`src/rtl/shape_pkg.sv`:
```
// Shared types, ASCII constants and shape-name helpers for the shape-record writer.
package shape_pkg;

    typedef enum logic [1:0] {
        RECTANGLE     = 2'd0,
        SQUARE        = 2'd1,
        TRIANGLE      = 2'd2,
        SHAPE_INVALID = 2'd3
    } shape_t;

    typedef enum logic [2:0] {
        ST_IDLE = 3'd0,
        ST_CONV = 3'd1,
        ST_NAME = 3'd2,
        ST_SP1  = 3'd3,
        ST_WDIG = 3'd4,
        ST_SP2  = 3'd5,
        ST_HDIG = 3'd6,
        ST_NL   = 3'd7
    } wr_state_t;

    localparam logic [7:0] ASCII_SP   = 8'h20;
    localparam logic [7:0] ASCII_NL   = 8'h0A;
    localparam logic [7:0] ASCII_ZERO = 8'h30;
    localparam int         NAME_MAX   = 9;

    // Number of characters in the lowercase name of a shape (0 for invalid).
    function automatic int shape_name_len(input shape_t s);
        case (s)
            RECTANGLE: return 9;
            SQUARE:    return 6;
            TRIANGLE:  return 8;
            default:   return 0;
        endcase
    endfunction

    // Character idx (0 = first) of the shape name; 0x00 past the end.
    function automatic logic [7:0] shape_name_char(input shape_t s, input logic [3:0] idx);
        logic [8*NAME_MAX-1:0] name;
        logic [8*NAME_MAX-1:0] sh;
        int                    len;
        case (s)
            RECTANGLE: name = "rectangle";
            SQUARE:    name = {24'h000000, "square"};
            TRIANGLE:  name = {8'h00, "triangle"};
            default:   name = '0;
        endcase
        len = shape_name_len(s);
        if (int'(idx) < len) begin
            sh = name >> (8 * (len - 1 - int'(idx)));
            return sh[7:0];
        end else begin
            return 8'h00;
        end
    endfunction

endpackage

```
`src/rtl/shape_bin2bcd.sv`:
```
// Sequential double-dabble converter: loads on start, runs exactly DATA_W
// shift steps, pulses done on the last step and then holds the BCD result.
module shape_bin2bcd #(
    parameter int DATA_W = 16,
    parameter int DIG_N  = 5
) (
    input  logic                 clk,
    input  logic                 rst_n,
    input  logic                 start,
    input  logic [DATA_W-1:0]    bin,
    output logic                 done,
    output logic [4*DIG_N-1:0]   bcd
);
    import shape_pkg::*;

    localparam int BCD_W = 4 * DIG_N;
    localparam int CW    = $clog2(DATA_W + 1);

    logic [DATA_W-1:0] shift_q, shift_d;
    logic [BCD_W-1:0]  bcd_q, bcd_d;
    logic [CW-1:0]     cnt_q, cnt_d;
    logic              done_q, done_d;

    // Add 3 to every BCD digit that is 5 or more, ahead of the left shift.
    function automatic logic [BCD_W-1:0] dabble_adj(input logic [BCD_W-1:0] b);
        logic [BCD_W-1:0] r;
        logic [3:0]       d;
        r = b;
        for (int i = 0; i < DIG_N; i++) begin
            d = b[4*i +: 4];
            if (d >= 4'd5) begin
                r[4*i +: 4] = d + 4'd3;
            end else begin
                r[4*i +: 4] = d;
            end
        end
        return r;
    endfunction

    // Next-state: load on start, otherwise one adjust-and-shift step per cycle.
    always_comb begin
        shift_d = shift_q;
        bcd_d   = bcd_q;
        cnt_d   = cnt_q;
        done_d  = 1'b0;
        if (start) begin
            shift_d = bin;
            bcd_d   = '0;
            cnt_d   = CW'(DATA_W);
        end else if (cnt_q != '0) begin
            {bcd_d, shift_d} = {dabble_adj(bcd_q), shift_q} << 5'd1;
            cnt_d            = cnt_q - CW'(1);
            done_d           = (cnt_q == CW'(1));
        end else begin
            cnt_d = cnt_q;
        end
    end

    // Converter state registers.
    always_ff @(posedge clk or negedge rst_n) begin
        if (!rst_n) begin
            shift_q <= '0;
            bcd_q   <= '0;
            cnt_q   <= '0;
            done_q  <= 1'b0;
        end else begin
            shift_q <= shift_d;
            bcd_q   <= bcd_d;
            cnt_q   <= cnt_d;
            done_q  <= done_d;
        end
    end

    assign done = done_q;
    assign bcd  = bcd_q;

endmodule

```
`src/rtl/shape_record_writer.sv`:
```
// Serialises binary shape records as ASCII lines "<type> <w> <h>\n" onto a
// valid/ready byte stream and keeps saturating per-type line counters.
module shape_record_writer #(
    parameter int DATA_W = 16,
    parameter int DIG_N  = 5,
    parameter int CNT_W  = 16
) (
    input  logic              clk,
    input  logic              rst_n,
    input  logic              rec_valid,
    output logic              rec_ready,
    input  logic [1:0]        rec_type,
    input  logic [DATA_W-1:0] rec_w,
    input  logic [DATA_W-1:0] rec_h,
    output logic              tx_valid,
    input  logic              tx_ready,
    output logic [7:0]        tx_data,
    output logic              busy,
    output logic              err,
    output logic [CNT_W-1:0]  cnt_rect,
    output logic [CNT_W-1:0]  cnt_sqr,
    output logic [CNT_W-1:0]  cnt_tri
);
    import shape_pkg::*;

    localparam int BCD_W = 4 * DIG_N;

    wr_state_t        state_q, state_d;
    shape_t           type_q, type_d;
    logic [3:0]       idx_q, idx_d;
    logic             tx_valid_q, tx_valid_d;
    logic [7:0]       tx_data_q, tx_data_d;
    logic             rec_ready_q, rec_ready_d;
    logic             busy_q, busy_d;
    logic             err_q, err_d;
    logic [CNT_W-1:0] cnt_rect_q, cnt_rect_d;
    logic [CNT_W-1:0] cnt_sqr_q, cnt_sqr_d;
    logic [CNT_W-1:0] cnt_tri_q, cnt_tri_d;

    logic             conv_start_s;
    logic             w_done_s, h_done_s;
    logic [BCD_W-1:0] w_bcd_s, h_bcd_s;
    logic [3:0]       w_msd_s, h_msd_s;
    logic [3:0]       name_last_s;
    logic             tx_fire_s;

    // Decimal digit i (0 = least significant) of a packed BCD value.
    function automatic logic [3:0] bcd_digit(input logic [BCD_W-1:0] b, input logic [3:0] i);
        logic [BCD_W-1:0] sh;
        sh = b >> (4 * int'(i));
        return sh[3:0];
    endfunction

    // Index of the most significant non-zero digit; 0 when the value is 0,
    // so a zero value still prints a single "0".
    function automatic logic [3:0] bcd_msd(input logic [BCD_W-1:0] b);
        logic [3:0] r;
        r = 4'd0;
        for (int i = 0; i < DIG_N; i++) begin
            if (b[4*i +: 4] != 4'd0) begin
                r = 4'(i);
            end else begin
                r = r;
            end
        end
        return r;
    endfunction

    shape_bin2bcd #(.DATA_W(DATA_W), .DIG_N(DIG_N)) u_w_conv (
        .clk   (clk),
        .rst_n (rst_n),
        .start (conv_start_s),
        .bin   (rec_w),
        .done  (w_done_s),
        .bcd   (w_bcd_s)
    );

    shape_bin2bcd #(.DATA_W(DATA_W), .DIG_N(DIG_N)) u_h_conv (
        .clk   (clk),
        .rst_n (rst_n),
        .start (conv_start_s),
        .bin   (rec_h),
        .done  (h_done_s),
        .bcd   (h_bcd_s)
    );

    assign w_msd_s     = bcd_msd(w_bcd_s);
    assign h_msd_s     = bcd_msd(h_bcd_s);
    assign name_last_s = 4'(shape_name_len(type_q) - 1);
    assign tx_fire_s   = tx_valid_q && tx_ready;

    // Writer FSM: next state, next output byte and counter updates.
    always_comb begin
        state_d      = state_q;
        type_d       = type_q;
        idx_d        = idx_q;
        tx_valid_d   = tx_valid_q;
        tx_data_d    = tx_data_q;
        err_d        = 1'b0;
        cnt_rect_d   = cnt_rect_q;
        cnt_sqr_d    = cnt_sqr_q;
        cnt_tri_d    = cnt_tri_q;
        conv_start_s = 1'b0;
        case (state_q)
            ST_IDLE: begin
                if (rec_valid && rec_ready_q) begin
                    if (rec_type == 2'd3) begin
                        err_d = 1'b1;
                    end else begin
                        type_d       = shape_t'(rec_type);
                        conv_start_s = 1'b1;
                        state_d      = ST_CONV;
                    end
                end else begin
                    state_d = ST_IDLE;
                end
            end
            ST_CONV: begin
                if (w_done_s && h_done_s) begin
                    state_d    = ST_NAME;
                    idx_d      = 4'd0;
                    tx_valid_d = 1'b1;
                    tx_data_d  = shape_name_char(type_q, 4'd0);
                end else begin
                    state_d = ST_CONV;
                end
            end
            ST_NAME: begin
                if (tx_fire_s) begin
                    if (idx_q == name_last_s) begin
                        state_d   = ST_SP1;
                        tx_data_d = ASCII_SP;
                    end else begin
                        idx_d     = idx_q + 4'd1;
                        tx_data_d = shape_name_char(type_q, idx_q + 4'd1);
                    end
                end else begin
                    state_d = ST_NAME;
                end
            end
            ST_SP1: begin
                if (tx_fire_s) begin
                    state_d   = ST_WDIG;
                    idx_d     = w_msd_s;
                    tx_data_d = ASCII_ZERO + {4'd0, bcd_digit(w_bcd_s, w_msd_s)};
                end else begin
                    state_d = ST_SP1;
                end
            end
            ST_WDIG: begin
                if (tx_fire_s) begin
                    if (idx_q == 4'd0) begin
                        state_d   = ST_SP2;
                        tx_data_d = ASCII_SP;
                    end else begin
                        idx_d     = idx_q - 4'd1;
                        tx_data_d = ASCII_ZERO + {4'd0, bcd_digit(w_bcd_s, idx_q - 4'd1)};
                    end
                end else begin
                    state_d = ST_WDIG;
                end
            end
            ST_SP2: begin
                if (tx_fire_s) begin
                    state_d   = ST_HDIG;
                    idx_d     = h_msd_s;
                    tx_data_d = ASCII_ZERO + {4'd0, bcd_digit(h_bcd_s, h_msd_s)};
                end else begin
                    state_d = ST_SP2;
                end
            end
            ST_HDIG: begin
                if (tx_fire_s) begin
                    if (idx_q == 4'd0) begin
                        state_d   = ST_NL;
                        tx_data_d = ASCII_NL;
                    end else begin
                        idx_d     = idx_q - 4'd1;
                        tx_data_d = ASCII_ZERO + {4'd0, bcd_digit(h_bcd_s, idx_q - 4'd1)};
                    end
                end else begin
                    state_d = ST_HDIG;
                end
            end
            ST_NL: begin
                if (tx_fire_s) begin
                    state_d    = ST_IDLE;
                    tx_valid_d = 1'b0;
                    tx_data_d  = 8'h00;
                    case (type_q)
                        RECTANGLE: if (cnt_rect_q != {CNT_W{1'b1}}) cnt_rect_d = cnt_rect_q + CNT_W'(1);
                                   else cnt_rect_d = cnt_rect_q;
                        SQUARE:    if (cnt_sqr_q != {CNT_W{1'b1}}) cnt_sqr_d = cnt_sqr_q + CNT_W'(1);
                                   else cnt_sqr_d = cnt_sqr_q;
                        TRIANGLE:  if (cnt_tri_q != {CNT_W{1'b1}}) cnt_tri_d = cnt_tri_q + CNT_W'(1);
                                   else cnt_tri_d = cnt_tri_q;
                        default:   cnt_rect_d = cnt_rect_q;
                    endcase
                end else begin
                    state_d = ST_NL;
                end
            end
            default: begin
                state_d    = ST_IDLE;
                tx_valid_d = 1'b0;
                tx_data_d  = 8'h00;
            end
        endcase
        rec_ready_d = (state_d == ST_IDLE);
        busy_d      = (state_d != ST_IDLE);
    end

    // Writer registers; reset aborts any line in progress.
    always_ff @(posedge clk or negedge rst_n) begin
        if (!rst_n) begin
            state_q     <= ST_IDLE;
            type_q      <= RECTANGLE;
            idx_q       <= 4'd0;
            tx_valid_q  <= 1'b0;
            tx_data_q   <= 8'h00;
            rec_ready_q <= 1'b1;
            busy_q      <= 1'b0;
            err_q       <= 1'b0;
            cnt_rect_q  <= '0;
            cnt_sqr_q   <= '0;
            cnt_tri_q   <= '0;
        end else begin
            state_q     <= state_d;
            type_q      <= type_d;
            idx_q       <= idx_d;
            tx_valid_q  <= tx_valid_d;
            tx_data_q   <= tx_data_d;
            rec_ready_q <= rec_ready_d;
            busy_q      <= busy_d;
            err_q       <= err_d;
            cnt_rect_q  <= cnt_rect_d;
            cnt_sqr_q   <= cnt_sqr_d;
            cnt_tri_q   <= cnt_tri_d;
        end
    end

    assign rec_ready = rec_ready_q;
    assign tx_valid  = tx_valid_q;
    assign tx_data   = tx_data_q;
    assign busy      = busy_q;
    assign err       = err_q;
    assign cnt_rect  = cnt_rect_q;
    assign cnt_sqr   = cnt_sqr_q;
    assign cnt_tri   = cnt_tri_q;

endmodule

```
`config.mk`:
```
export PLATFORM = sky130hd
export DESIGN_NAME = shape_record_writer
export DESIGN_NICKNAME = d
export VERILOG_FILES = /design/src/rtl/shape_pkg.sv /design/src/rtl/shape_bin2bcd.sv /design/src/rtl/shape_record_writer.sv
export SDC_FILE = /design/constraint.sdc
export NUM_CORES = 1
export LEC_CHECK = 0
export BUFFER_PORTS_ARGS = -buffer_cell sky130_fd_sc_hd__buf_4
export CAP_MARGIN = 20
export CORE_UTILIZATION = 50
export DETAILED_ROUTE_END_ITERATION = 8
export GPL_TIMING_DRIVEN = 0
export PLACE_DENSITY = 0.72
export SYNTH_ARGS = -nofsm -noshare
export SYNTH_HDL_FRONTEND = slang
export SYNTH_SLANG_ARGS = --single-unit
```
`constraint.sdc`:
```
create_clock -name clk -period 3.7 [get_ports clk]
set_input_delay 0 -clock clk [delete_from_list [all_inputs] [get_ports clk]]
set_output_delay 0 -clock clk [all_outputs]
set_load 0.1 [all_outputs]
```
After elaboration in Yosys (flattened, before gate mapping)
Index checks and enable logic that the tools add are counted.
- register bits: 153
- latch bits: 0
- RAM bits: 0
- ROM bits: 0
- output and inout port bits: 60
- memories: 0
- $add $sub $neg: 25
- multiply operators: 0
- divide/modulo/power cells: 0
- order comparisons: 12
- equal/unequal tests: 26
- shift-type cells: 6
- multiplexer cells: 89
- bitwise operators: 1
- reduce and logical (&&, ||, !) cells: 31
- operators by type and width (operator ; count):
    2-to-1 mux 72 bit ; 5
    case mux 71 bit (3 select lines) ; 1
    2-to-1 mux 32 bit ; 5
    right shift 72 x 32 -> 8 bit ; 2
    2-to-1 mux 20 bit ; 4
    2-to-1 mux 4 bit ; 20
    2-to-1 mux 8 bit ; 10
    right shift 20 x 6 -> 4 bit ; 4
    2-to-1 mux 16 bit ; 4
    subtractor 29 x 2 -> 29 bit, second input constant ; 2
    case mux 8 bit (7 select lines) ; 1
    adder 16 x 1 -> 16 bit, second input constant ; 3
    inequality test 16 bit, second input constant ; 3
    greater-or-equal comparator 4 x 3 -> 1 bit, second input constant ; 10
    2-to-1 mux 3 bit ; 12
    adder 4 x 2 -> 4 bit, second input constant ; 8
    < comparator 1 x 32 -> 1 bit, first input constant ; 1
    < comparator 5 x 32 -> 1 bit ; 1
    nonzero test 4 bit ; 8
    subtractor 29 x 5 -> 29 bit ; 1
    adder 6 x 4 -> 7 bit, first input constant ; 4
    case mux 3 bit (8 select lines) ; 1
    2-to-1 mux 5 bit ; 4
    case mux 4 bit (5 select lines) ; 1
    32 further kinds ; 75

Depth between registers and ports, before layout
- word-level depth: 14
- depth in mapped cells: 16

Cells and area by module
Synthesis repeated with hierarchy kept, for this count alone.
- cells, all modules: 1003
- area total of the unflattened synthesis: 9611.7 µm²
- modules (own cells, without submodules) (module ; times used ; cells each ; area an instance (µm²) ; seq. area each (µm²)):
    shape_record_writer ; 1 ; 555 ; 5069.9 ; 1702.9
    shape_bin2bcd ; 2 ; 224 ; 2270.9 ; 1051.0

Least setup slack after synthesis
OpenSTA, ideal clock, no wires.
- kind: flip-flop to flip-flop
- start: register idx_q[0]
- end: register tx_data_q[5] (netlist: tx_data[5])
- library setup time: 0.082 ns
- arrival: 3.722 ns
- data required time: 3.618 ns
- slack: -0.104 ns
- cell stages (with the launch flop): 17
- path buffers: 4
- clock period less this slack: 3.804 ns
- cell sequence: dfrtp_1 > buf_2 > clkbuf_1 > inv_1 > ha_1 > clkbuf_2 > nor2b_1 > clkbuf_1 > a21o_1 > or3_1 > fa_1 > nor2b_1 > o21ai_0 > nand2_1 > a2111o_1 > or3_1 > a31oi_1
- cells in the longest elaborated chain, start to end: 7
- elaborated cells between the ends (all ways): 19
- classes of those cells: 5 x add/sub; 1 x order compare; 1 x eq/ne; 3 x shift; 8 x mux; 1 x reduce/logical
- RTL lines (item ; line ; text):
    from (decl) ; shape_record_writer.sv:30 ; logic [3:0] idx_q, idx_d;
    from (signal assigned) ; shape_record_writer.sv:230 ; idx_q <= idx_d;
    adder 4 x 1 -> 4 bit ; shape_record_writer.sv:135 ; tx_data_d = shape_name_char(type_q, idx_q + 4'd1);
    subtractor 29 x 5 -> 29 bit ; shape_pkg.sv:50 ; sh = name >> (8 * (len - 1 - int'(idx)));
    right shift 72 x 32 -> 8 bit ; shape_pkg.sv:50 ;
    2-to-1 mux 8 bit ; shape_pkg.sv:49 ; if (int'(idx) < len) begin
    2-to-1 mux 8 bit ; shape_record_writer.sv:130 ; if (idx_q == name_last_s) begin
    2-to-1 mux 8 bit ; shape_record_writer.sv:129 ; if (tx_fire_s) begin
    case mux 8 bit (7 select lines) (*) ; shape_record_writer.sv:104 ; case (state_q)
    to (signal assigned) ; shape_record_writer.sv:232 ; tx_data_q <= tx_data_d;
    to (decl) ; shape_record_writer.sv:32 ; logic [7:0] tx_data_q, tx_data_d;
Every way passes the cells marked *; elsewhere a longest branch is shown, timed or not. The select of a mux whose other input is x is not followed.
A chain may end at the register's enable or synchronous reset.

Final worst setup path
- start: register type_q[1]
- end: register tx_data_q[5] (netlist: tx_data[5])
- cells in the longest elaborated chain, start to end: 12
- elaborated cells between the ends (all ways): 30
- classes of those cells: 4 x add/sub; 2 x order compare; 3 x eq/ne; 2 x shift; 18 x mux; 1 x reduce/logical
- RTL lines (item ; line ; text):
    from (decl) ; shape_record_writer.sv:29 ; shape_t type_q, type_d;
    from (signal assigned) ; shape_record_writer.sv:229 ; type_q <= type_d;
    equality test 2 bit (tied with other cells) ; shape_pkg.sv:29, shape_pkg.sv:42 ;
    case mux 4 bit (3 select lines) ; shape_pkg.sv:29 ; case (s)
    2-to-1 mux 32 bit ; shape_record_writer.sv:130 ;
    2-to-1 mux 32 bit ; shape_record_writer.sv:129 ;
    2-to-1 mux 32 bit ; shape_record_writer.sv:104 ;
    subtractor 29 x 2 -> 29 bit ; shape_pkg.sv:50 ;
    subtractor 29 x 5 -> 29 bit ; shape_pkg.sv:50 ;
    right shift 72 x 32 -> 8 bit ; shape_pkg.sv:50 ;
    2-to-1 mux 8 bit ; shape_pkg.sv:49 ;
    2-to-1 mux 8 bit ; shape_record_writer.sv:130 ;
    2-to-1 mux 8 bit ; shape_record_writer.sv:129 ;
    case mux 8 bit (7 select lines) (*) ; shape_record_writer.sv:104 ;
Marked as above.

==> qor.csv <==
metric,value,unit
max_stage_delay,0.45,ns
die_area,19600,um2
synth_edf_count,0,
crit_cells,13,
period_share,94.5,%
fin_skew,0.0137,ns
critPathArrivalTime,3.84,ns
synth_top_area_cell,dfrtp_1,
grt_pass1_wl,40.4,mm
critPathMaxFanout,9,
synth_xor_area_share,6.83,%
postRouteWirelength,24.2,mm
gp_congestion,0.954,
drc,0,
crit_required,4.04,ns
slowest_stage,dfrtp_1,
synth.avg_cell_area,9.01,um2
grt_max_degree,90,
slew_violations,0,
ios,98,
synthSimpleGateAreaFrac,19.1,%
final_util,62.5,%
finalPower,3.46,mW
cts_root_buffer,clkbuf_16,
antenna_found_initial,0,
grt_pass1_vias,8120,
synth_top_family_by_area,simple AND/OR/NAND/NOR gates,
startpoint,type_q[1],
port_buffers,96,
first_pass_iters,7,
fin_crit,3.50,ns
finalSetupViolCount,0,
r2r-start,type_q[1],
synth-adder-area-share,6.78,%
min_path_type,input port to flip-flop,
post-dp-hpwl,16.8,mm
clkSinkCount,152,
drive_gt1_share,15.4,%
synthMuxAreaShare,5.67,%
rows,50,
netlist_instances,1058,
start_kind,flip-flop,
cpLargestDelayFamily,simple AND/OR/NAND/NOR gates,
yosys.area.top_type_share,39.7,%
layoutNonFillerInstCount,1464,
clkTransAtPathRegs,0.06,ns
ys_types,78,
status,"finished, final reports clean",
mappedNetlistNets,1147,
grt_overflow_total,0,
yosys_warnings,0,
timing.critical_path.buf_inv,2,
crit_path_cell_trace,inv_2 > ha_4 > inv_1 > ha_4 > a21o_1 > or3_4 > fa_2 > nor2b_1 > o21ai_0 > nand2_1 > a2111o_1 > or3_4 > a31oi_1,
htreeDepth,4,
synth_compound_area_share,17.3,%
dr_total_vias,8445,
viasPerCell,5.77,
fin_nets,1306,
p_leak,5.30,nW
critPathCaptureType,flip-flop,
cts_buffer_depth,2,
powerDensity,296,nW/um2
r2r_slack,0.20,ns
core_area,18700,um2
die_w,140,um
ant_nets,0,
synthesis.area,9530,um2
grt_usage,25.7,%
clock_latency,0.43,ns
floorplan.die.height,140,um
crit_type,flip-flop to flip-flop,
worstMarginPinSlew,1.05,ns
dp.cells,1389,
rr_endpoint,tx_data[5],
r2r_cells,13,
max_cap_violations,0,
ys_ff_latch,152,
synth-main-ff-cell,dfrtp_1,
cts_tree,done,
area_growth,22.8,%
ir_drop,0.342,mV
diodes,0,
start_util,50.9,%
hold_viol,0,
wl_per_cell,16.5,um
synth.most_common_cell,dfrtp_1,
cts_buffers,17,
async_flop_share,100,%
slew_headroom,29.7,%
drtIter0Drc,636,
synth_commonest_cells,"dfrtp_1 (151), nand2_1 (138), o21ai_0 (76), nor2_1 (67), a21oi_1 (60)",
max_clock_freq,286,MHz
ys_seq_area_share,39.9,%
synth_area_leaders,"dfrtp_1 (40%), ha_1 (6.6%), nand2_1 (5.4%)",
endpoint,tx_data[5],
-- cell families after synthesis --
| family | Yosys count |
|---|---|
| AO/OA/AOI/OAI | 258 |
| XOR/XNOR | 70 |
| adder cells (fa/ha/maj) | 51 |
| buffers and inverters | 103 |
| flip-flops | 152 |
| multiplexers | 49 |
| other | 1 |
| AND/OR/NAND/NOR | 374 |
-- cell usage in the layout (no fill, tap or decap), types with 15 or more instances in the layout --
cell type,instances
dfrtp_1,148
nand2_1,138
buf_4,104
o21ai_0,76
nor2_1,67
a21oi_1,60
xnor2_1,49
inv_1,48
ha_1,46
nand3_1,38
dlygate4sd3_1,38
clkbuf_1,36
mux2i_1,36
nor3_1,26
a211oi_1,22
xor2_1,18
clkbuf_16,17
nor2b_1,15
-- per-stage QoR --
step | setup TNS (ns) | cell area (um2) | hold slack, ns | worst slack (ns)
detailed placement | -2.15 | 10600 | 0.144 | -0.686
finish | 0 | 11700 | 0.0900 | 0.203
global route | -0.00857 | 11700 | 0.119 | -0.00857
floorplan | 0 | 9530 | -0.296 | 0.000239
CTS | 0 | 11600 | 0.0337 | 0.00992
global placement | -2.21 | 10500 | 0.203 | -0.730
-- registers in the layout, summed over array words and instances (netlist names), 4 cells and up --
| register | flops |
|---|---|
| cnt_rect | 16 |
| u_h_conv.cnt_q | 5 |
| cnt_sqr | 16 |
| u_w_conv.cnt_q | 5 |
| tx_data | 7 |
| u_w_conv.bcd | 20 |
| u_w_conv.shift_q | 16 |
| idx_q | 4 |
| u_h_conv.shift_q | 16 |
| cnt_tri | 16 |
| u_h_conv.bcd | 20 |
-- layout make-up --
type / instances / area (um2)
Tap cell: 234 / 293
Inverter: 50 / 188
Multi-Input combinational cell: 803 / 5420
Sequential cell: 152 / 3810
Clock buffer: 18 / 439
Fill cell: 1544 / 7010
Timing Repair Buffer: 143 / 1190
Clock inverter: 14 / 130
Buffer: 50 / 229
-- timing repair --
action / in CTS / in global routing
pin swaps: 2 / 4
setup endpoints to repair: 7 / 5
gates resized for setup: 19 / 11
endpoints found under the hold margin: 123 / 0
setup buffers: 4 / 4
hold buffers: 38 / 0
-- power breakdown --
group          total (mW)  internal, mW  leakage, nW  switching, mW
logic               0.105        0.0543         3.01         0.0510
registers            1.66          1.66         2.02              0
clock network        1.70         0.905        0.272          0.793
total                3.46          2.62         5.30          0.844
-- tightest hold or removal path: stages --
cell and delay, ns:
buf_4 0.11, nand4b_1 0.18, nor2_1 0.08, nor2_1 0.10
-- per-layer routing --
metal	track usage (%)	part of all wire, %
met5	0	0
met4	7.52	2.1
met3	3.83	4.7
met2	42.3	48
met1	35.0	45
-- worst min path at each step --
stage	cells after the start	startpoint	end	slack [ns]
after floorplan	0	rst_n	busy	-0.30
after global placement	3	rec_w[8]	u_w_conv.shift_q[8]	0.20
after detailed placement	1	rst_n	cnt_sqr[8]	0.14
after CTS	4	rec_valid	type_q[0]	0.03
after global routing	4	rec_valid	type_q[0]	0.12
final	4	rec_valid	type_q[0]	0.09
Note: power is estimated with default switching activity, not from simulation.
